File: config.mk
export PLATFORM = sky130hd
export DESIGN_NAME = encap_packet
export DESIGN_NICKNAME = d
export VERILOG_FILES = /design/src/rtl/encap_packet.sv
export SDC_FILE = /design/constraint.sdc
export NUM_CORES = 2
export LEC_CHECK = 0
export ABC_AREA = 1
export CORE_AREA = 2 2 440 442
export DETAILED_ROUTE_END_ITERATION = 12
export DIE_AREA = 0 0 442 444
export GPL_TIMING_DRIVEN = 0
export SLEW_MARGIN = 20
export SYNTH_ARGS = -nofsm -noshare
export SYNTH_HDL_FRONTEND = slang
export SYNTH_SLANG_ARGS = --single-unit
export TNS_END_PERCENT = 100
File: constraint.sdc
create_clock -name clk -period 10.23 [get_ports clk]
set_clock_uncertainty 0.2 [all_clocks]
set_input_delay 2.046 -clock clk [delete_from_list [all_inputs] [get_ports clk]]
set_output_delay 2.046 -clock clk [all_outputs]
set_load 0.02 [all_outputs]
File: src/rtl/encap_packet.sv
// encap_packet
//   Transmit-side packetiser for the DFX link. One DATA_DFX_WIDTH-bit packet
//   (data + address) is accepted per valid/ready handshake. It is sent on the
//   Aurora TX user interface as NUM_BEATS 64-bit words. Each word carries
//   55 payload bits in [63:9] and a 9-bit header in [8:0].
//   Header layout: [8]=SOP, [7]=EOP, [6:2]=beat index, [1:0]=0.
//
// Ports
//   clk, rst_n      clock, asynchronous active-low reset
//   data_dfx_send   packet to send
//   valid_dfx_send  packet valid
//   ready_dfx_send  block can accept a packet (combinational from tx_tready
//                   during the last beat so packets stream without a gap)
//   tx_tdata        Aurora TX word
//   tx_tvalid       tx_tdata valid
//   tx_tlast        final word of the packet
//   tx_tready       Aurora core accepts the word
//   pkt_sent_cnt    completed-packet count, wraps at 16 bits
module encap_packet #(
  parameter int DATA_WIDTH        = 1024,
  parameter int ADDR_WIDTH        = 10,
  parameter int DATA_DFX_WIDTH    = DATA_WIDTH + ADDR_WIDTH,
  parameter int AURORA_DATA_WIDTH = 64
) (
  input  logic                         clk,
  input  logic                         rst_n,
  input  logic [DATA_DFX_WIDTH-1:0]    data_dfx_send,
  input  logic                         valid_dfx_send,
  output logic                         ready_dfx_send,
  output logic [AURORA_DATA_WIDTH-1:0] tx_tdata,
  output logic                         tx_tvalid,
  output logic                         tx_tlast,
  input  logic                         tx_tready,
  output logic [15:0]                  pkt_sent_cnt
);

  localparam int HDR_WIDTH    = 9;
  localparam int PAYLOAD_BITS = AURORA_DATA_WIDTH - HDR_WIDTH;
  localparam int NUM_BEATS    = (DATA_DFX_WIDTH + PAYLOAD_BITS - 1) / PAYLOAD_BITS;
  localparam int PAD_WIDTH    = NUM_BEATS * PAYLOAD_BITS;
  localparam logic [4:0] LAST_BEAT = 5'(NUM_BEATS - 1);

  typedef enum logic {IDLE = 1'b0, SEND = 1'b1} state_t;

  state_t                         state_q, state_d;
  logic [4:0]                     beat_q, beat_d;
  logic [DATA_DFX_WIDTH-1:0]      pkt_q, pkt_d;
  logic [AURORA_DATA_WIDTH-1:0]   tdata_q, tdata_d;
  logic                           tvalid_q, tvalid_d;
  logic                           tlast_q, tlast_d;
  logic [15:0]                    cnt_q, cnt_d;

  logic                           tx_hs;
  logic                           last_beat;
  logic                           accept;
  logic [DATA_DFX_WIDTH-1:0]      word_src;
  logic [4:0]                     word_idx;
  logic [AURORA_DATA_WIDTH-1:0]   word;

  // The packet is zero-extended to a whole number of beats, so the upper
  // payload bits of the last word come out as zero without a special case.
  function automatic logic [AURORA_DATA_WIDTH-1:0] make_word(
    input logic [DATA_DFX_WIDTH-1:0] pkt,
    input logic [4:0]                k
  );
    logic [PAD_WIDTH-1:0]    padded;
    logic [PAYLOAD_BITS-1:0] payload;
    logic [HDR_WIDTH-1:0]    hdr;
    padded  = PAD_WIDTH'(pkt);
    payload = padded[int'(k)*PAYLOAD_BITS +: PAYLOAD_BITS];
    hdr     = {k == 5'd0, k == LAST_BEAT, k, 2'b00};
    return {payload, hdr};
  endfunction

  assign tx_hs     = tvalid_q & tx_tready;
  assign last_beat = (beat_q == LAST_BEAT);
  assign accept    = valid_dfx_send & ready_dfx_send;

  // State register
  always_ff @(posedge clk or negedge rst_n) begin
    if (!rst_n) begin
      state_q <= IDLE;
    end else begin
      state_q <= state_d;
    end
  end

  // Next-state logic
  always_comb begin
    state_d = state_q;
    case (state_q)
      IDLE: if (valid_dfx_send) state_d = SEND;
      SEND: if (tx_hs && last_beat && !valid_dfx_send) state_d = IDLE;
      default: state_d = IDLE;
    endcase
  end

  // Output logic: ready opens during the last-beat handshake so a new packet
  // can be loaded in the same cycle the current one completes.
  always_comb begin
    ready_dfx_send = (state_q == IDLE) ||
                     ((state_q == SEND) && last_beat && tx_tready);
  end

  // Datapath: one word builder serves both loading beat 0 of a new packet and
  // advancing to the next beat of the current one.
  always_comb begin
    word_src = accept ? data_dfx_send : pkt_q;
    word_idx = accept ? 5'd0 : beat_q + 5'd1;
    word     = make_word(word_src, word_idx);

    pkt_d    = pkt_q;
    beat_d   = beat_q;
    tdata_d  = tdata_q;
    tvalid_d = tvalid_q;
    tlast_d  = tlast_q;
    cnt_d    = cnt_q;

    if (state_q == SEND && tx_hs && last_beat) begin
      cnt_d = cnt_q + 16'd1;
    end

    if (accept) begin
      pkt_d    = data_dfx_send;
      beat_d   = 5'd0;
      tdata_d  = word;
      tvalid_d = 1'b1;
      tlast_d  = (word_idx == LAST_BEAT);
    end else if (state_q == SEND && tx_hs) begin
      if (!last_beat) begin
        beat_d  = word_idx;
        tdata_d = word;
        tlast_d = (word_idx == LAST_BEAT);
      end else begin
        tdata_d  = '0;
        tvalid_d = 1'b0;
        tlast_d  = 1'b0;
      end
    end
  end

  always_ff @(posedge clk or negedge rst_n) begin
    if (!rst_n) begin
      beat_q   <= '0;
      pkt_q    <= '0;
      tdata_q  <= '0;
      tvalid_q <= 1'b0;
      tlast_q  <= 1'b0;
      cnt_q    <= '0;
    end else begin
      beat_q   <= beat_d;
      pkt_q    <= pkt_d;
      tdata_q  <= tdata_d;
      tvalid_q <= tvalid_d;
      tlast_q  <= tlast_d;
      cnt_q    <= cnt_d;
    end
  end

  assign tx_tdata     = tdata_q;
  assign tx_tvalid    = tvalid_q;
  assign tx_tlast     = tlast_q;
  assign pkt_sent_cnt = cnt_q;

endmodule

[Yosys cells after proc, flatten, opt, wreduce, memory -nomap -nowiden]
Cells that the tools add are included.
Word-level totals
  register bits: 1122
  bits of input ports: 1038
  output and inout bits: 83
  word-level logic and storage cells: 47
Operators by class
  add/subtract/negate cells: 2
  multiply operators: 1
  equal/unequal tests: 3
  shift-type cells: 1
  muxes and demuxes: 17
  bitwise operators: 3
  reductions and logical operators: 13
Operators by type and width (number)
  variable part select 1045 x 12 -> 55 bit: 1
  two-way mux 1034 bit: 1
  two-way mux 64 bit: 3
  two-way mux 5 bit: 4
  adder 16 x 1 -> 16 bit, second input constant: 1
  multiplier 5 x 6 -> 11 bit, second input constant: 1
  == test 5 bit, second input constant: 2
  two-way mux 1 bit: 8
  logical AND 1 bit: 6
  adder 5 x 1 -> 5 bit, second input constant: 1
  logical NOT 5 bit: 1
  AND reduction 2 bit: 2
  nonzero test 2 bit: 2
  AND 1 bit: 2
  inequality test 2 x 1 -> 1 bit, second input constant: 1
  case mux 1 bit (2 select lines): 1
  logical NOT 1 bit: 1
  logical OR 1 bit: 1
  NOT 1 bit: 1

[Longest topological paths before layout]
  depth after elaboration: 11
  gate-level depth with buffers: 26
  mapped depth without buffers: 20

[Worst setup path after synthesis]
Ideal clock, no wire load.
  kind: input port to output port
  start point: input port tx_tready
  end point: output port ready_dfx_send
  arrival time: 2.687 ns
  required time: 7.984 ns
  path slack: 5.297 ns
  stages: 4
  path buffers: 2
  cell sequence: nand3_2 > nand2_4 > buf_2 > buf_2
Between the ends
  word-level cells in the longest chain between the ends: 2
RTL lines
  start, declared: line 33  | input logic tx_tready,
  logical AND 1 bit: line 102  | ((state_q == SEND) && last_beat && tx_tready);
  logical OR 1 bit: line 101  | ready_dfx_send = (state_q == IDLE) ||
  end, declared: line 29  | output logic ready_dfx_send,
Every way passes these cells.

[Worst setup path in the final report]
  start point: register beat_q[0]
  end point: output port ready_dfx_send
Between the ends
  word-level cells in the longest chain between the ends: 4
RTL lines
  start, declared: line 46  | logic [4:0] beat_q, beat_d;
  start signal, assigned: line 151  | beat_q <= beat_d;
  == test 5 bit: line 76  | assign last_beat = (beat_q == LAST_BEAT);
  logical AND 1 bit (2 in a row): line 102
  logical OR 1 bit: line 101
Every way passes these cells.

==> impl_metrics.tcl <==
set metrics [dict create \
    dieArea_sq_um 196000 \
    antenna_found_initial 112 \
    cts-buffers-inserted 134 \
    start_util 0.281 \
    cp-start-kind "flip-flop" \
    synth_area_per_cell_sq_um 7.53 \
    core_area_sq_um 192000 \
    routabilityCongestion 1.02 \
    hold_class "flip-flop to flip-flop" \
    cts-root-buf "clkbuf_16" \
    clk_latency_ps 840 \
    max_freq_mhz 118 \
    first_pass_iters 6 \
    required_ps 7980 \
    setup_violations 0 \
    htree_levels 4 \
    worst_pin_slew_ps 1200 \
    synth_top_area_frac 0.520 \
    p_leak_nw 36.3 \
    max_slew_margin 0.197 \
    gr-usage-all-layers 0.370 \
    max-vdd-ir-drop_mv 0.136 \
    post_cts_resized 0 \
    placementRows 161 \
    synth_seq_cells 1119 \
    drc 0 \
    vias_per_cell 5.21 \
    die_w_um 442 \
    cts_hold_buf 0 \
    grt_pass1_wl_um 487000 \
    synthArstFlopShare 1.00 \
    synth_cells 7143 \
    clockBufferDepth 3 \
    worstPathArrival_ps 6250 \
    drt_wl_total_um 374000 \
    grt_max_degree 146 \
    reg2regPathDepth 22 \
    layout_min_cycle_time_ps 8490 \
    path_buf_inv 8 \
    dp_hpwl_um 298000 \
    layout-drive-gt1-share 0.0706 \
    yosysSeqAreaShare 0.520 \
    ys_warn_count 0 \
    cp_top_family "buffers and inverters" \
    vias 57900 \
    finalHoldViolCount 0 \
    slowest_delay_ps 800 \
    io_pins 1121 \
    synth_top_cell_by_area "dfrtp_1" \
    min_delay_path_depth 2 \
    fp.dieH_um 444 \
    synth.area.top_cells "dfrtp_1 52%, nand2_1 20%, nand3_1 5.9%" \
    instances_no_fill 11100 \
    portBuffers 1117 \
    path_depth 12 \
    worst_path_max_delay_cell "clkbuf_1" \
    cp-end-kind "primary output" \
    period_share 0.830 \
    clkTransAtPathRegs_ps 60 \
    routedWlPerCell_um 33.6 \
    postCtsSetupBuffers 0 \
    synth_area_sq_um 53800 \
    drtIter0Drc 7512 \
    path_cells "inv_2, clkbuf_1, clkbuf_2, buf_1, ha_1, nand2_1, inv_1, nand3_2, nand2_4, buf_2, buf_2, clkdlybuf4s50_1" \
    outcome "completed" \
    path_max_fanout 10 \
    cp_common_cell "buf_2" \
    finalNetCount 9462 \
    ant_nets 0 \
    cts_sinks 1119 \
    dp.cells 10800 \
    grt_pass1_vias 55500 \
    p_per_area_nw_per_um2 355 \
    rsz0062_at_grt "no" \
    areaGrowthSynthToFinish_pct 36.8 \
    post-layout-total-power_mw 26.2 \
    worstSetupPathType "flip-flop to primary output" \
    ys.flop_type "dfrtp_1" \
    layout_setup_ws_ps 1740 \
    whs_ps 266 \
    max_cap_violations 0 \
    globalRoute.totalOverflow 0 \
    ys_types 33 \
    tns_ps 0 \
    final_max_slew_viol_count 0 \
    cts_tree "yes" \
    post-place-ws_ps 2670 \
    synth_edf_count 0 \
]
==> cells in the final DEF (no fill, tap or decap), types with 3 or more instances in the layout <==
master,count
inv_2,4
or2_2,44
nand2_4,4
nand3_1,630
diode_2,63
a22oi_1,8
clkinv_2,22
a21oi_1,229
inv_1,750
nand2_1,2848
o21ai_1,211
xnor2_1,5
clkbuf_2,39
o21ai_0,599
buf_6,18
o211ai_1,73
buf_4,19
clkdlybuf4s50_1,1116
buf_2,221
inv_16,4
clkinv_8,4
buf_12,3
xor2_1,12
nor2_1,106
clkbuf_1,171
buf_16,22
clkinvlp_4,4
nor4_1,11
clkbuf_16,136
inv_6,5
bufinv_16,12
ha_1,3
clkbuf_8,25
dfrtp_1,1119
buf_1,23
clkinv_4,5
nor2_2,6
==> state kept, by name, summed over array words and instances, names as in the netlist <==
signal and cells:
tx_tdata 62, pkt_q 1034, pkt_sent_cnt 16, tx_tvalid 1
beat_q 5, state_q 1
==> layer usage <==
layer / vias up / wire [um] / global-route usage
met2: 3533 / 170000 / 0.577
met1: 28500 / 145000 / 0.456
met4: 14 / 31300 / 0.284
li1: 25000 / - / -
met3: 824 / 27900 / 0.0645
met5: - / 87 / 0
==> power by group <==
group          internal [mW]  switching [mW]
sequential              6.58           0.787
clock                   2.96            2.19
combinational           3.65            9.99
==> cells in the mapped netlist (2+ instances only) <==
master    number
nand2_4        4
o21ai_1      211
nand2_1     2848
or2_2         44
inv_1        750
ha_1           3
inv_2          4
buf_4         19
nor2_2         5
nor4_1        11
o211ai_1      73
buf_1         23
buf_6         18
a21oi_1      229
xnor2_1        5
clkbuf_1     189
nor2_1       107
o21ai_0      599
a22oi_1        8
nand3_1      630
nor3_1         2
buf_2        221
xor2_1        12
dfrtp_1     1119
==> metrics by stage <==
step / instance area (sq um) / utilization
6_report: 73600 / 0.384
5_1_grt: 73600 / 0.384
4_1_cts: 73500 / 0.384
3_5_place_dp: 68900 / 0.359
3_3_place_gp: 68200 / 0.356
2_1_floorplan: 53800 / -
==> cell type report <==
type / instances / area [sq um]
Timing Repair Buffer: 1141 / 11800
Sequential cell: 1119 / 28000
Clock inverter: 58 / 774
Tap cell: 2526 / 3160
Fill cell: 20100 / 118000
Antenna cell: 63 / 158
Inverter: 755 / 2830
Buffer: 470 / 2300
Multi-Input combinational cell: 4800 / 20700
Clock buffer: 182 / 3830
==> worst register-to-register path: stages, from the launching register on <==
cell and delay (ps):
dfrtp_1 480, inv_2 340, clkbuf_1 800, clkbuf_2 630, buf_1 600, ha_1 260, nand2_1 50, inv_1 70
nand3_2 150, nand2_4 250, nand2_2 140, nand2_4 260, buf_2 550, clkbuf_1 910, nand3_1 570, nand3_1 190
nand3_1 90, nand3_1 110, nand2_1 180, nand2_1 230, nand2_1 100, nand2_1 190, nand2_1 90
==> cell families after synthesis <==
logic type	share of synthesized area
flops	0.520
simple gates	0.273
buf+inv	0.0944
xor+xnor	0.00277
other cells	0.0000697
compound gates	0.108
fa+ha+maj	0.000698
==> final timing paths <==
kind / startpoint / to / slack, ps
max in group asynchronous: rst_n / pkt_q[147] / 6130
min: pkt_q[780] / pkt_q[780] / 270
min in group asynchronous: rst_n / pkt_sent_cnt[12] / 920
max reg2reg: beat_q[0] / tx_tdata[10] / 2690
max: beat_q[0] / ready_dfx_send / 1740
min reg2reg: pkt_q[780] / pkt_q[780] / 270
Power figures use the tool's default switching activity.
